### src/rtl/detector_frame_scheduler_pkg.sv
// -----------------------------------------------------------------------------
// detector_frame_scheduler_pkg
// Shared definitions for the detector frame scheduler:
//   - sched_state_t : scheduler FSM state encoding
//   - DEF_*         : default sizing constants used by the interface and top
// -----------------------------------------------------------------------------
package detector_frame_scheduler_pkg;

    localparam int DEF_N         = 4;
    localparam int DEF_FRAME_LEN = 8;
    localparam int DEF_COUNT_W   = 4;
    localparam int DEF_IDX_W     = 2;

    typedef enum logic [2:0] {
        IDLE,
        ARB,
        CLEAR,
        RUN,
        DRAIN,
        REPORT
    } sched_state_t;

endpackage

### src/rtl/detector_frame_scheduler_if.sv
// -----------------------------------------------------------------------------
// detector_frame_scheduler_if
// Bundles the channel-side, detector-side and result signals of the scheduler.
//   enable       : allow new grants
//   ch_req       : per-channel request (level)
//   ch_bit       : per-channel serial data
//   grant        : one-hot grant, held for the whole frame
//   det_x        : serial bit to the shared detector
//   det_start    : detector start
//   det_reset    : detector reset
//   det_z        : detector Moore output
//   busy         : scheduler not idle
//   result_valid : one-cycle result strobe
//   result_ch    : channel of the reported frame
//   result_count : saturated detection count of the reported frame
// Modports: master = scheduler side, slave = channel/detector environment.
// -----------------------------------------------------------------------------
interface detector_frame_scheduler_if
    import detector_frame_scheduler_pkg::*;
#(
    parameter int N       = DEF_N,
    parameter int COUNT_W = DEF_COUNT_W,
    parameter int IDX_W   = DEF_IDX_W
);
    logic               enable;
    logic [N-1:0]       ch_req;
    logic [N-1:0]       ch_bit;
    logic [N-1:0]       grant;
    logic               det_x;
    logic               det_start;
    logic               det_reset;
    logic               det_z;
    logic               busy;
    logic               result_valid;
    logic [IDX_W-1:0]   result_ch;
    logic [COUNT_W-1:0] result_count;

    modport master (
        input  enable, ch_req, ch_bit, det_z,
        output grant, det_x, det_start, det_reset, busy,
               result_valid, result_ch, result_count
    );

    modport slave (
        output enable, ch_req, ch_bit, det_z,
        input  grant, det_x, det_start, det_reset, busy,
               result_valid, result_ch, result_count
    );

endinterface

### src/rtl/detector_frame_scheduler_rr_arbiter.sv
// -----------------------------------------------------------------------------
// detector_frame_scheduler_rr_arbiter
// Combinational round-robin pick: first requester at or after ptr, wrapping.
//   req : per-channel requests
//   ptr : highest-priority channel index
//   gnt : one-hot winner (zero when no request)
//   idx : winner index (zero when no request)
//   any : at least one request present
// -----------------------------------------------------------------------------
module detector_frame_scheduler_rr_arbiter
    import detector_frame_scheduler_pkg::*;
#(
    parameter int N     = DEF_N,
    parameter int IDX_W = DEF_IDX_W
) (
    input  logic [N-1:0]     req,
    input  logic [IDX_W-1:0] ptr,
    output logic [N-1:0]     gnt,
    output logic [IDX_W-1:0] idx,
    output logic             any
);

    localparam logic [IDX_W:0] N_EXT = (IDX_W+1)'(N);

    // One extra bit holds ptr+i before wrapping; ptr+i never exceeds 2N-2.
    logic [IDX_W:0]   sum;
    logic [IDX_W-1:0] pos;

    always_comb begin
        gnt = '0;
        idx = '0;
        any = 1'b0;
        sum = '0;
        pos = '0;
        for (int i = 0; i < N; i++) begin
            sum = {1'b0, ptr} + (IDX_W+1)'(i);
            if (sum >= N_EXT) begin
                sum = sum - N_EXT;
            end
            pos = sum[IDX_W-1:0];
            if (!any && req[pos]) begin
                any      = 1'b1;
                idx      = pos;
                gnt[pos] = 1'b1;
            end
        end
    end

endmodule

### src/rtl/detector_frame_scheduler.sv
// -----------------------------------------------------------------------------
// detector_frame_scheduler
// Shares one 1101 Moore detector among N serial channels. Grants requesters
// round-robin, clears the detector, streams FRAME_LEN bits of the granted
// channel, counts z-high cycles (saturating) and reports the count.
//   clock : system clock
//   reset : synchronous active-high reset
//   bus   : detector_frame_scheduler_if master modport (requests, data,
//           detector drive/return, busy and result outputs)
// -----------------------------------------------------------------------------
module detector_frame_scheduler
    import detector_frame_scheduler_pkg::*;
#(
    parameter int N         = DEF_N,
    parameter int FRAME_LEN = DEF_FRAME_LEN,
    parameter int COUNT_W   = DEF_COUNT_W,
    parameter int IDX_W     = DEF_IDX_W
) (
    input  logic                         clock,
    input  logic                         reset,
    detector_frame_scheduler_if.master   bus
);

    localparam int                 BIT_W    = $clog2(FRAME_LEN);
    localparam logic [BIT_W-1:0]   LAST_BIT = BIT_W'(FRAME_LEN - 1);
    localparam logic [IDX_W-1:0]   LAST_CH  = IDX_W'(N - 1);

    sched_state_t       state, state_next;
    logic [IDX_W-1:0]   rr_ptr;
    logic [IDX_W-1:0]   sel;
    logic [N-1:0]       grant_q;
    logic [BIT_W-1:0]   bit_cnt;
    logic [COUNT_W-1:0] hit_cnt;
    logic [COUNT_W-1:0] hit_next;
    logic [IDX_W-1:0]   res_ch;
    logic [COUNT_W-1:0] res_count;
    logic               want_frame;

    logic [N-1:0]       arb_gnt;
    logic [IDX_W-1:0]   arb_idx;
    logic               arb_any;

    detector_frame_scheduler_rr_arbiter #(
        .N     (N),
        .IDX_W (IDX_W)
    ) u_arb (
        .req (bus.ch_req),
        .ptr (rr_ptr),
        .gnt (arb_gnt),
        .idx (arb_idx),
        .any (arb_any)
    );

    assign want_frame = bus.enable && (|bus.ch_req);

    // Saturating hit increment; also used in DRAIN so the final z sample
    // lands in the reported count on the same edge.
    assign hit_next = (bus.det_z && (hit_cnt != '1)) ? hit_cnt + COUNT_W'(1) : hit_cnt;

    always_ff @(posedge clock) begin
        if (reset) begin
            state <= IDLE;
        end else begin
            state <= state_next;
        end
    end

    always_comb begin
        state_next = state;
        case (state)
            IDLE:    if (want_frame) state_next = ARB;
            ARB:     state_next = arb_any ? CLEAR : IDLE;
            CLEAR:   state_next = RUN;
            RUN:     if (bit_cnt == LAST_BIT) state_next = DRAIN;
            DRAIN:   state_next = REPORT;
            REPORT:  state_next = want_frame ? ARB : IDLE;
            default: state_next = IDLE;
        endcase
    end

    // Outputs decoded from the current state; reset overrides so the
    // detector is held cleared and nothing is reported while it is high.
    always_comb begin
        bus.det_reset    = reset || (state == CLEAR);
        bus.det_start    = !reset && ((state == RUN) || (state == DRAIN));
        bus.det_x        = !reset && (state == RUN) && bus.ch_bit[sel];
        bus.busy         = !reset && (state != IDLE);
        bus.result_valid = !reset && (state == REPORT);
        bus.grant        = grant_q;
        bus.result_ch    = res_ch;
        bus.result_count = res_count;
    end

    always_ff @(posedge clock) begin
        if (reset) begin
            rr_ptr    <= '0;
            sel       <= '0;
            grant_q   <= '0;
            bit_cnt   <= '0;
            hit_cnt   <= '0;
            res_ch    <= '0;
            res_count <= '0;
        end else begin
            case (state)
                ARB: begin
                    if (arb_any) begin
                        sel     <= arb_idx;
                        grant_q <= arb_gnt;
                    end
                end
                CLEAR: begin
                    bit_cnt <= '0;
                    hit_cnt <= '0;
                end
                RUN: begin
                    bit_cnt <= bit_cnt + BIT_W'(1);
                    hit_cnt <= hit_next;
                end
                DRAIN: begin
                    hit_cnt   <= hit_next;
                    res_ch    <= sel;
                    res_count <= hit_next;
                end
                REPORT: begin
                    rr_ptr  <= (sel == LAST_CH) ? '0 : sel + IDX_W'(1);
                    grant_q <= '0;
                end
                default: ;
            endcase
        end
    end

endmodule

### src/flat_wrapper.sv
// flat-port wrapper written by rule: the top's interface ports become plain ports
module detector_frame_scheduler_flat import detector_frame_scheduler_pkg::*;
#(
    parameter int N         = DEF_N,
    parameter int FRAME_LEN = DEF_FRAME_LEN,
    parameter int COUNT_W   = DEF_COUNT_W,
    parameter int IDX_W     = DEF_IDX_W
)
  (clock, reset, bus_enable, bus_ch_req, bus_ch_bit, bus_det_z, bus_grant, bus_det_x, bus_det_start, bus_det_reset, bus_busy, bus_result_valid, bus_result_ch, bus_result_count);
  detector_frame_scheduler_if #(.N(N), .COUNT_W(COUNT_W), .IDX_W(IDX_W)) bus_i ();
  input  logic clock;
  input  logic reset;
  input wire logic [$bits(bus_i.enable)-1:0] bus_enable;
  input wire logic [$bits(bus_i.ch_req)-1:0] bus_ch_req;
  input wire logic [$bits(bus_i.ch_bit)-1:0] bus_ch_bit;
  input wire logic [$bits(bus_i.det_z)-1:0] bus_det_z;
  output wire logic [$bits(bus_i.grant)-1:0] bus_grant;
  output wire logic [$bits(bus_i.det_x)-1:0] bus_det_x;
  output wire logic [$bits(bus_i.det_start)-1:0] bus_det_start;
  output wire logic [$bits(bus_i.det_reset)-1:0] bus_det_reset;
  output wire logic [$bits(bus_i.busy)-1:0] bus_busy;
  output wire logic [$bits(bus_i.result_valid)-1:0] bus_result_valid;
  output wire logic [$bits(bus_i.result_ch)-1:0] bus_result_ch;
  output wire logic [$bits(bus_i.result_count)-1:0] bus_result_count;
  assign bus_i.enable = bus_enable;
  assign bus_i.ch_req = bus_ch_req;
  assign bus_i.ch_bit = bus_ch_bit;
  assign bus_i.det_z = bus_det_z;
  assign bus_grant = bus_i.grant;
  assign bus_det_x = bus_i.det_x;
  assign bus_det_start = bus_i.det_start;
  assign bus_det_reset = bus_i.det_reset;
  assign bus_busy = bus_i.busy;
  assign bus_result_valid = bus_i.result_valid;
  assign bus_result_ch = bus_i.result_ch;
  assign bus_result_count = bus_i.result_count;
  detector_frame_scheduler #(.N(N), .FRAME_LEN(FRAME_LEN), .COUNT_W(COUNT_W), .IDX_W(IDX_W)) u_core (.clock(clock), .reset(reset), .bus(bus_i));
endmodule
### config.mk
export PLATFORM = sky130hd
export DESIGN_NAME = detector_frame_scheduler_flat
export DESIGN_NICKNAME = d
export VERILOG_FILES = /design/src/rtl/detector_frame_scheduler_pkg.sv /design/src/rtl/detector_frame_scheduler_if.sv /design/src/rtl/detector_frame_scheduler_rr_arbiter.sv /design/src/rtl/detector_frame_scheduler.sv /design/src/flat_wrapper.sv
export SDC_FILE = /design/constraint.sdc
export NUM_CORES = 1
export LEC_CHECK = 0
export ABC_AREA = 1
export BUFFER_PORTS_ARGS = -buffer_cell sky130_fd_sc_hd__buf_2
export CAP_MARGIN = 40
export CORE_MARGIN = 5
export CORE_UTILIZATION = 25
export DETAILED_ROUTE_END_ITERATION = 7
export PLACE_DENSITY = 0.5
export SYNTH_ARGS = -nofsm -noshare
export SYNTH_HDL_FRONTEND = slang
export SYNTH_SLANG_ARGS = --single-unit
### constraint.sdc
create_clock -name clock -period 4.2 [get_ports clock]
set_input_delay 0.42 -clock clock [delete_from_list [all_inputs] [get_ports clock]]
set_output_delay 0.42 -clock clock [all_outputs]
set_load 0.03 [all_outputs]
After elaboration in Yosys (flattened, before gate mapping)
Index checks and enable logic that the tools add are counted.
Widths: inputs -> output; s select.
{"block": "op_classes", "addsub": 10, "multipliers": 0, "div": 0, "order_cmp": 13, "eq_ne": 11, "shift": 0, "n_mux": 45, "n_bitwise": 3, "reduce_logical": 30}
{"operator": "$mux 4", "count": 6}
{"operator": "$mux 2", "count": 10}
{"operator": "$pmux 3 s6", "count": 1}
{"operator": "$pmux 4 s2", "count": 2}
{"operator": "$lt 2x3->1 const B", "count": 5}
{"operator": "$logic_and 1x1->1", "count": 14}
{"operator": "$mux 1", "count": 14}
{"operator": "$or 4x4->4", "count": 3}
{"operator": "$bmux 1 s2", "count": 5}
{"operator": "$eq 3x3->1 const B", "count": 3}
{"operator": "$ge 3x3->1 const B", "count": 3}
{"operator": "$demux 1 s2", "count": 4}
{"operator": "$ge 2x1->1 const B", "count": 4}
{"operator": "$sub 2x1->2 const B", "count": 4}
{"operator": "$add 2x2->3 const B", "count": 2}
{"operator": "$eq 3x2->1 const B", "count": 2}
{"operator": "$mux 3", "count": 2}
{"operator": "$ne 2x1->1 const B", "count": 3}
{"operator": "$pmux 3 s2", "count": 1}
{"operator": "$reduce_and 2->1", "count": 3}
{"operator": "$reduce_bool 2->1", "count": 3}
{"operator": "$add 4x1->4 const B", "count": 1}
{"operator": "$logic_not 1->1", "count": 4}
{"operator": "$ne 4x4->1 const B", "count": 1}
{"operator": "11 further kinds", "count": 12}
{"block": "word_totals", "ff_bits": 24, "latchBits": 0, "ramBits": 0, "romBits": 0, "input_bits": 12, "n_memories": 0}

Logic depth before layout (Yosys ltp)
Gate-level depths: netlist (run 1).
{"block": "logic_depth", "ltp_word": 16, "depth_mapped": 11, "mapped_depth_nobuf": 10}

By module
Synthesis (run 1) repeated with hierarchy kept, for this count alone.
{"block": "hier_totals", "cells_unflattened": 236, "hier_area_um2": 1582.8}
{"module": "detector_frame_scheduler", "n_inst": 1, "cells_each": 162, "area_per_inst_um2": 1142.3}
{"module": "detector_frame_scheduler_rr_arbiter", "n_inst": 1, "cells_each": 74, "area_per_inst_um2": 440.4}

Least setup slack after synthesis (run 1)
No wires, ideal clock.
{"block": "synth_timing", "path_type": "register to output", "startpoint": "register u_core.state[2]", "endpoint": "output bus_det_x", "arrival_time_ns": 1.593, "required_time_ns": 3.780, "setup_slack_ns": 2.187, "stages_incl_launch_ff": 7, "n_path_buf": 1, "path_cell_list": "dfxtp_1 -> clkbuf_2 -> nor2_1 -> nand2_1 -> inv_1 -> nand2_1 -> a221oi_1"}
{"block": "synth_between", "elab_chain_len": 3}
{"item": "from (decl)", "line_no": "detector_frame_scheduler.sv:28", "source": "sched_state_t state, state_next;"}
{"item": "from (signal assigned)", "line_no": "detector_frame_scheduler.sv:64", "source": "state <= state_next;"}
{"item": "$eq 3x2->1", "line_no": "detector_frame_scheduler.sv:86", "source": "bus.det_x = !reset && (state == RUN) && bus.ch_bit[sel];"}
{"item": "$logic_and 1x1->1 (2 in a row)", "line_no": "detector_frame_scheduler.sv:86"}
{"item": "to (decl)", "line_no": "flat_wrapper.sv:18", "source": "output wire logic [$bits(bus_i.det_x)-1:0] bus_det_x;"}
No other way between the ends.

Worst setup path after layout (run 1)
{"block": "layout_timing", "startpoint": "register u_core.state[2]", "endpoint": "output bus_det_start"}
{"block": "layout_between", "elab_chain_len": 3, "elab_cells_between_ends": 4, "classes_between": "eq/ne: 2; reduce/logical: 2"}
{"item": "$eq 3x2->1 or $eq 3x3->1 (tied branches)", "line_no": "detector_frame_scheduler.sv:85", "source": "bus.det_start = !reset && ((state == RUN) || (state == DRAIN));"}
{"item": "$logic_or 1x1->1 (*)", "line_no": "detector_frame_scheduler.sv:85"}
{"item": "$logic_and 1x1->1 (*)", "line_no": "detector_frame_scheduler.sv:85"}
{"item": "to (decl)", "line_no": "flat_wrapper.sv:19", "source": "output wire logic [$bits(bus_i.det_start)-1:0] bus_det_start;"}
Mark *: on every way between the ends. The rest lies on a longest branch, timed or not.

==> Implementation_results.wiki, run 1 <==
{| class="wikitable"
! Metric !! Value
|-
| Outcome || finished, final reports clean
|-
| Gpl congestion || 0.8065
|-
| Sink count of the clock tree || 24
|-
| Clk Tree Root Cell || clkbuf_8
|-
| Number of nets produced by synthesis || 247
|-
| Worst voltage drop across the vdd grid || 0.0001395 V
|-
| Most frequent cells in the layout || nand2_1 (48), buf_2 (26), inv_1 (25)
|-
| Maximum count of clock buffers along a single path || 2
|-
| Footprint of the flip-flops and latches || 480.5 sq um
|-
| Filler cells || 659
|-
| Share of total power consumed by net switching || 32.16%
|-
| Combinational fraction of design power || 25.6%
|-
| Period minus WS final || 2.445 ns
|-
| Number of iterations in the first detailed-routing pass || 4
|-
| Most common cell after layout, fill and taps aside || nand2_1
|-
| RSZ-0062 raised after global routing || false
|-
| Total leakage power || 0.8458 nW
|-
| CTS tree || yes
|-
| Post-CTS clock slew at the launch and capture registers of the worst setup and hold paths || 0.09 ns
|-
| Smallest hold slack || 0.4730 ns
|-
| Sort of element at the end of the critical path || output pin
|-
| Routed wirelength normalized by instance count || 11.68 um
|-
| Post-CTS setup repair buffer count || 0
|-
| Antenna violations before repair || 0
|-
| Post-detailed-route count of antenna-violating nets || 0
|-
| Proportion of power drawn by the clock network || 32.0%
|-
| Sequential share of the synthesized area || 30.74%
|-
| Reported max-cap violation count || 0
|-
| Cell internal power dissipation || 0.4219 mW
|-
| # DRC || 0
|-
| Hold crit path type || reg2reg
|-
| Layout overhead on the synthesized area || 16.57%
|-
| Count of port buffers added during placement || 26
|-
| Number of cell rows || 28
|-
| Kind of start point of the critical path || register
|-
| N_diodes || 0
|-
| Setup total negative slack || 0 ns
|-
| # placed instances || 317
|-
| Worst-case headroom to the max-slew limit || 51.94%
|-
| Number of cells on the worst reg-to-reg path || 10
|-
| Worst Path Class, Setup || reg2out
|-
| Fraction of final layout cells sized beyond drive strength 1 || 20.33%
|-
| Post-cts hold buffer count || 0
|-
| Post-Route Skew || 0.006295 ns
|-
| Endpoints failing setup || 0
|-
| Area after DPL || 1750 sq um
|-
| Post-cts repair resize count || 0
|-
| Post-Layout Cell Count || 321
|-
| Transition time at the pin with the least slew margin || 0.7170 ns
|-
| Number of top-level pins || 27
|-
| Clk Latency, worst-skew pair || 0.27 ns
|-
| Signal arrival time at the worst endpoint || 2.02 ns
|-
| CTS Buf Count || 3
|-
| Grt total ovfl || 0
|-
| Flop and latch count out of synthesis || 24
|-
| First-pass GRT wire length || 6617 um
|-
| Critical path fanouts, max || 12
|-
| Final worst path period share || 58.21%
|-
| Core Box Area || 5991 sq um
|-
| Net count reported at finish || 271
|-
| Syn Std Cell Area || 1563 sq um
|-
| Total number of vias || 1512
|-
| Setup slack of the worst register-to-register path || 2.11 ns
|-
| Vias per std cell || 4.710
|-
| Instance count of the mapped netlist || 223
|-
| Slack of the critical path || 1.755 ns
|-
| H-tree level count || 1
|-
| Initial standard-cell utilization of the core || 26.09%
|-
| GRT Util Overall || 10.33%
|-
| Mapped Avg Cell Area || 7.008 sq um
|-
| Critical path data required time || 3.78 ns
|-
| Number of DRC markers after the initial detailed-route iteration || 83
|-
| Reg2reg start || u_core.rr_ptr[1]
|-
| Hold path endpoint || u_core.bit_cnt[2]
|-
| Detailed Place HPWL || 2921 um
|-
| Synth cell types || 33
|-
| Sequential cell fraction of total power || 42.3%
|-
| F_max || 0.4090 GHz
|-
| Number of global-route vias before repair || 1479
|-
| R2r endpoint || u_core.bus.grant[1]
|-
| Multi-input gate area in the final layout || 940.9 sq um
|-
| Count of warnings emitted by yosys || 0
|-
| Area enclosed by the die boundary || 7933 sq um
|-
| Pin count of the biggest net entering global routing || 17
|-
| Switch Pwr || 0.2000 mW
|-
| Chip Height || 89.07 um
|-
| Launch instance of the worst min-delay path || u_core.bit_cnt[2]
|-
| Instance count along the most critical hold path || 2
|-
| Setup WS pre-CTS || 2.018 ns
|-
| Sum of routed wire length over all layers || 3749 um
|-
| Power density normalized to cell area || 341.4 nW/um^2
|-
| Final non-filler cell area || 1822 sq um
|-
| Max-slew violation count || 0
|-
| Total count of hold-check failures in the final report || 0
|-
| Width of the die || 89.07 um
|}
-- worst max path at each step --
stage | cells past startpoint | endpoint | slack (ns) | startpoint
6_report | 7 | bus_det_start | 1.76 | u_core.state[2]
5_1_grt | 7 | bus_det_start | 1.46 | u_core.state[2]
4_1_cts | 7 | bus_det_start | 1.72 | u_core.state[2]
3_5_place_dp | 7 | bus_det_start | 2.02 | u_core.state[2]
3_3_place_gp | 7 | bus_det_start | 2.02 | u_core.state[2]
2_1_floorplan | 6 | bus_det_x | 2.19 | u_core.state[2]
-- Yosys cell counts (all sizes together) --
cell type	instances	share of area, %
a211oi	1	0.48
a21boi	4	1.9
a21oi	22	8.0
a221oi	1	0.56
a31oi	2	0.80
buf	2	1.0
clkbuf	5	1.3
dfxtp	24	31
ha	12	9.6
inv	28	6.7
nand2	55	15
nand3	21	7.4
nand4	7	2.8
nor2	16	4.6
nor3	2	0.96
o211ai	3	1.4
o21ai	10	3.2
o21bai	2	0.96
o22ai	2	0.80
o31ai	1	0.48
or2	1	0.40
xnor2	1	0.56
xor2	1	0.56
-- layer usage --
metal	track usage (%)	wire length [um]	vias to the layer above
li1	-	-	793
met4	2.436	55	0
met2	16.87	1689	23
met5	0	0	-
met1	14.01	1867	690
met3	2.120	137	6
-- sequential cells by signal, indices dropped and copies added, names as in the netlist --
name	flops
u_core.bus.result_ch	2
u_core.sel	2
u_core.bit_cnt	3
u_core.bus.result_count	4
u_core.hit_cnt	4
u_core.bus.grant	4
u_core.state	3
u_core.rr_ptr	2
-- worst max-delay path: stages (launching register included) --
cell and delay, ns:
dfxtp_1 0.47, inv_1 0.10, nor3_2 0.56, inv_2 0.06, nand2_1 0.15, inv_2 0.06, nor2_1 0.13, buf_2 0.22
-- power groups by stage --
stage | combinational (mW) | sequential, mW | clock (mW)
floorplan | 0.117 | 0.271 | 0
global placement | 0.161 | 0.269 | 0
detailed placement | 0.160 | 0.269 | 0
CTS | 0.161 | 0.263 | 0.207
global route | 0.185 | 0.267 | 0.220
finish | 0.159 | 0.263 | 0.199
-- layout make-up --
cell class,instances,area share [%]
timing repair buffer,26,7.143
sequential,24,26.37
multi-input combinational,164,51.65
clock buffer,3,2.266
clock inverter,1,1.648
tap,75,5.151
inverter,28,5.769
-- per-stage QoR --
step	util, %	power (mW)
after global placement	29.22	0.4298
after CTS	30.41	0.6315
after detailed placement	29.22	0.4290
final	30.41	0.6219
after global routing	30.41	0.6714
after floorplan	-	0.3883
-- cell families after synthesis --
logic type               count (synthesis)  synth area share (%)
flip-flops                              24                 30.74
buffers and inverters                   35                 9.046
AO/OA/AOI/OAI                           48                 18.65
adder cells (fa/ha/maj)                 12                 9.607
XOR/XNOR                                 2                 1.121
AND/OR/NAND/NOR                        102                 30.82
Note: power is estimated with default switching activity, not from simulation.
==> run 2: changes to the inputs <==
==> constraint.sdc (replaced) <==
create_clock -name clock -period 2.3 [get_ports clock]
set_input_delay 0.23 -clock clock [delete_from_list [all_inputs] [get_ports clock]]
set_output_delay 0.23 -clock clock [all_outputs]
set_load 0.03 [all_outputs]
==> run 2 against run 1 <==
Total power grew 85%. First-iteration DRC count shrank 35%. Cell area grew 1.6%. Largest power group unchanged. Worst hold slack lost 0.13 ns. Highest routed layer unchanged. Die area is the same. Utilization grew 0.50 points. Sequential cell count is the same. Via count shrank 0.40%.
==> Implementation_results.wiki, run 2 (synthesized netlist as in run 1, its figures left out) <==
{| class="wikitable"
! Metric !! Value
|-
| Antenna violations before repair || 0 (unchanged)
|-
| Highest-delay cell along the critical path || dfxtp_1
|-
| Width of the die || 89.07 um (unchanged)
|-
| # DRC || 0 (unchanged)
|-
| Clk Latency, worst-skew pair || 0.27 ns (about the same)
|-
| Critical-path cell list || inv_1 > nor2_1 > nand2_1 > inv_1 > nand2_1 > a221oi_1 > buf_2
|-
| DR top layer || met4
|-
| Number of DRC markers after the initial detailed-route iteration || 54 (-35%)
|-
| Sum of routed wire length over all layers || 3779 um (+0.80%)
|-
| Area enclosed by the die boundary || 7933 sq um (unchanged)
|-
| Worst Path Class, Setup || reg2out
|-
| RSZ-0062 raised after global routing || false
|-
| First-pass GRT wire length || 6499 um (-1.8%)
|-
| Launch instance of the worst min-delay path || reset
|-
| Sort of element at the end of the critical path || output pin
|-
| Post-CTS setup repair buffer count || 0 (unchanged)
|-
| Layout overhead on the synthesized area || 18.50%
|-
| Post-cts hold buffer count || 0 (unchanged)
|-
| Maximum count of clock buffers along a single path || 2 (unchanged)
|-
| Post-Route Skew || 0.005733 ns (-0.0005617 ns)
|-
| Number of cell rows || 28 (unchanged)
|-
| Power density normalized to cell area || 622.0 nW/um^2 (+82%)
|-
| Final worst path period share || 85.16%
|-
| Number of top-level pins || 27 (unchanged)
|-
| Reg2reg start || u_core.rr_ptr[0]
|-
| Clk Tree Root Cell || clkbuf_8
|-
| Total number of vias || 1506 (-0.40%)
|-
| Stage delay of the slowest cell on the critical path || 0.38 ns (-0.18 ns)
|-
| Max-slew violation count || 0 (unchanged)
|-
| Number of global-route vias before repair || 1401 (-5.3%)
|-
| Chip Height || 89.07 um (unchanged)
|-
| Net count reported at finish || 275 (+1.5%)
|-
| Most frequent cells in the layout || nand2_1 (48), buf_2 (26), inv_1 (25)
|-
| Gpl congestion || 0.8135 (+0.87%)
|-
| R2r endpoint || u_core.bus.grant[0]
|-
| Sink count of the clock tree || 24 (unchanged)
|-
| Kind of start point of the critical path || register
|-
| Post-Layout Cell Count || 325 (+1.2%)
|-
| Total count of hold-check failures in the final report || 0 (unchanged)
|-
| Total leakage power || 0.8663 nW (+2.4%)
|-
| Setup slack of the worst register-to-register path || 0.58 ns (-1.53 ns)
|-
| Initial standard-cell utilization of the core || 26.09% (unchanged)
|-
| Worst-case headroom to the max-slew limit || 73.89% (+22 points)
|-
| Detail Route met2 WL || 1625 um (-3.8%)
|-
| Post-CTS clock slew at the launch and capture registers of the worst setup and hold paths || 0.09 ns (about the same)
|-
| Setup total negative slack || 0 ns (unchanged)
|-
| Outcome || finished, final reports clean
|-
| Core Box Area || 5991 sq um (unchanged)
|-
| Number of cells on the worst reg-to-reg path || 10 (unchanged)
|-
| Routed wirelength normalized by instance count || 11.63 um (-0.44%)
|-
| Filler cells || 656 (-0.46%)
|-
| Period minus WS final || 1.959 ns
|-
| Area after DPL || 1780 sq um (+1.7%)
|-
| # placed instances || 321 (+1.3%)
|-
| Hold path endpoint || u_core.state[2]
|-
| F_max || 0.5105 GHz
|-
| Final non-filler cell area || 1852 sq um (+1.6%)
|-
| CTS tree || yes
|-
| Critical path fanouts, max || 5 (-7)
|-
| Count of port buffers added during placement || 26 (unchanged)
|-
| CTS Buf Count || 3 (unchanged)
|-
| Transition time at the pin with the least slew margin || 0.3912 ns (-0.3258 ns)
|-
| Pin count of the biggest net entering global routing || 17 (unchanged)
|-
| Grt total ovfl || 0 (unchanged)
|-
| Amount of wire on met3 after detailed routing || 149 um (+8.8%)
|-
| Number of iterations in the first detailed-routing pass || 4 (unchanged)
|-
| N_diodes || 0 (unchanged)
|-
| Worst voltage drop across the vdd grid || 0.0002686 V (+93%)
|-
| Reported max-cap violation count || 0 (unchanged)
|-
| Instance count along the most critical hold path || 2 (unchanged)
|-
| Signal arrival time at the worst endpoint || 1.73 ns (-0.29 ns)
|-
| Detailed-routing wirelength on met1 || 1925 um (+3.1%)
|-
| Vias per std cell || 4.634 (-1.6%)
|-
| Hold crit path type || in2reg
|-
| Most common cell after layout, fill and taps aside || nand2_1
|-
| Endpoints failing setup || 0 (unchanged)
|-
| Critical path data required time || 2.07 ns (-1.71 ns)
|-
| Fraction of final layout cells sized beyond drive strength 1 || 21.60% (+1.3 points)
|-
| H-tree level count || 1 (unchanged)
|-
| Detailed Place HPWL || 2898 um (-0.77%)
|-
| GRT Util Overall || 10.15% (-0.18 points)
|-
| Post-detailed-route count of antenna-violating nets || 0 (unchanged)
|-
| Post-cts repair resize count || 0 (unchanged)
|}
-- run 2: area by class of cell --
type,instances,area (sq um),share of cell area (%)
multi-input combinational,164,940.9,50.81
sequential,24,480.5,25.95
timing repair buffer,30,160.2,8.649
inverter,28,105.1,5.676
tap,75,93.84,5.068
clock buffer,3,41.29,2.230
clock inverter,1,30.03,1.622
-- run 2: power by group --
part / total [mW] / switching, mW / internal (mW)
registers: 0.482 / 0.0343 / 0.447
logic: 0.293 / 0.201 / 0.0922
clock network: 0.377 / 0.144 / 0.233
-- run 2: metal layers --
layer  vias up  track usage (%)
li1        796                -
met1       674            14.83
met2        30            15.18
met3         6            1.567
met4         0            3.383
met5         -                0
-- run 2: worst max-delay path by stage --
| stage | start | endpoint | slack [ns] | depth (start not counted) |
|---|---|---|---|---|
| 2_1_floorplan | u_core.state[2] | bus_det_x | 0.48 | 6 |
| 3_3_place_gp | u_core.rr_ptr[0] | u_core.bus.grant[0] | 0.63 | 10 |
| 3_5_place_dp | u_core.rr_ptr[0] | u_core.bus.grant[0] | 0.60 | 10 |
| 4_1_cts | u_core.state[1] | bus_det_x | 0.34 | 7 |
| 5_1_grt | u_core.state[1] | bus_det_x | 0.15 | 7 |
| 6_report | u_core.state[1] | bus_det_x | 0.34 | 7 |
-- run 2: through the flow --
step                total power, mW  setup slack [ns]  hold WS, ns  util (%)
global route                  1.223            0.1489       0.3740     30.91
detailed placement           0.7859            0.5989       0.4623     29.72
finish                        1.152            0.3413       0.3412     30.91
CTS                           1.166            0.3355       0.3368     30.91
floorplan                    0.7091            0.4768       0.4425         -
global placement             0.7863            0.6347       0.4583     29.72
-- run 2: worst max-delay path: cells and delay by family (launching register included) --
| family | cells | cell delay [ns] |
|---|---|---|
| AO/OA/AOI/OAI | 1 | 0.21 |
| buffers and inverters | 3 | 0.49 |
| flip-flops | 1 | 0.38 |
| AND/OR/NAND/NOR | 3 | 0.38 |
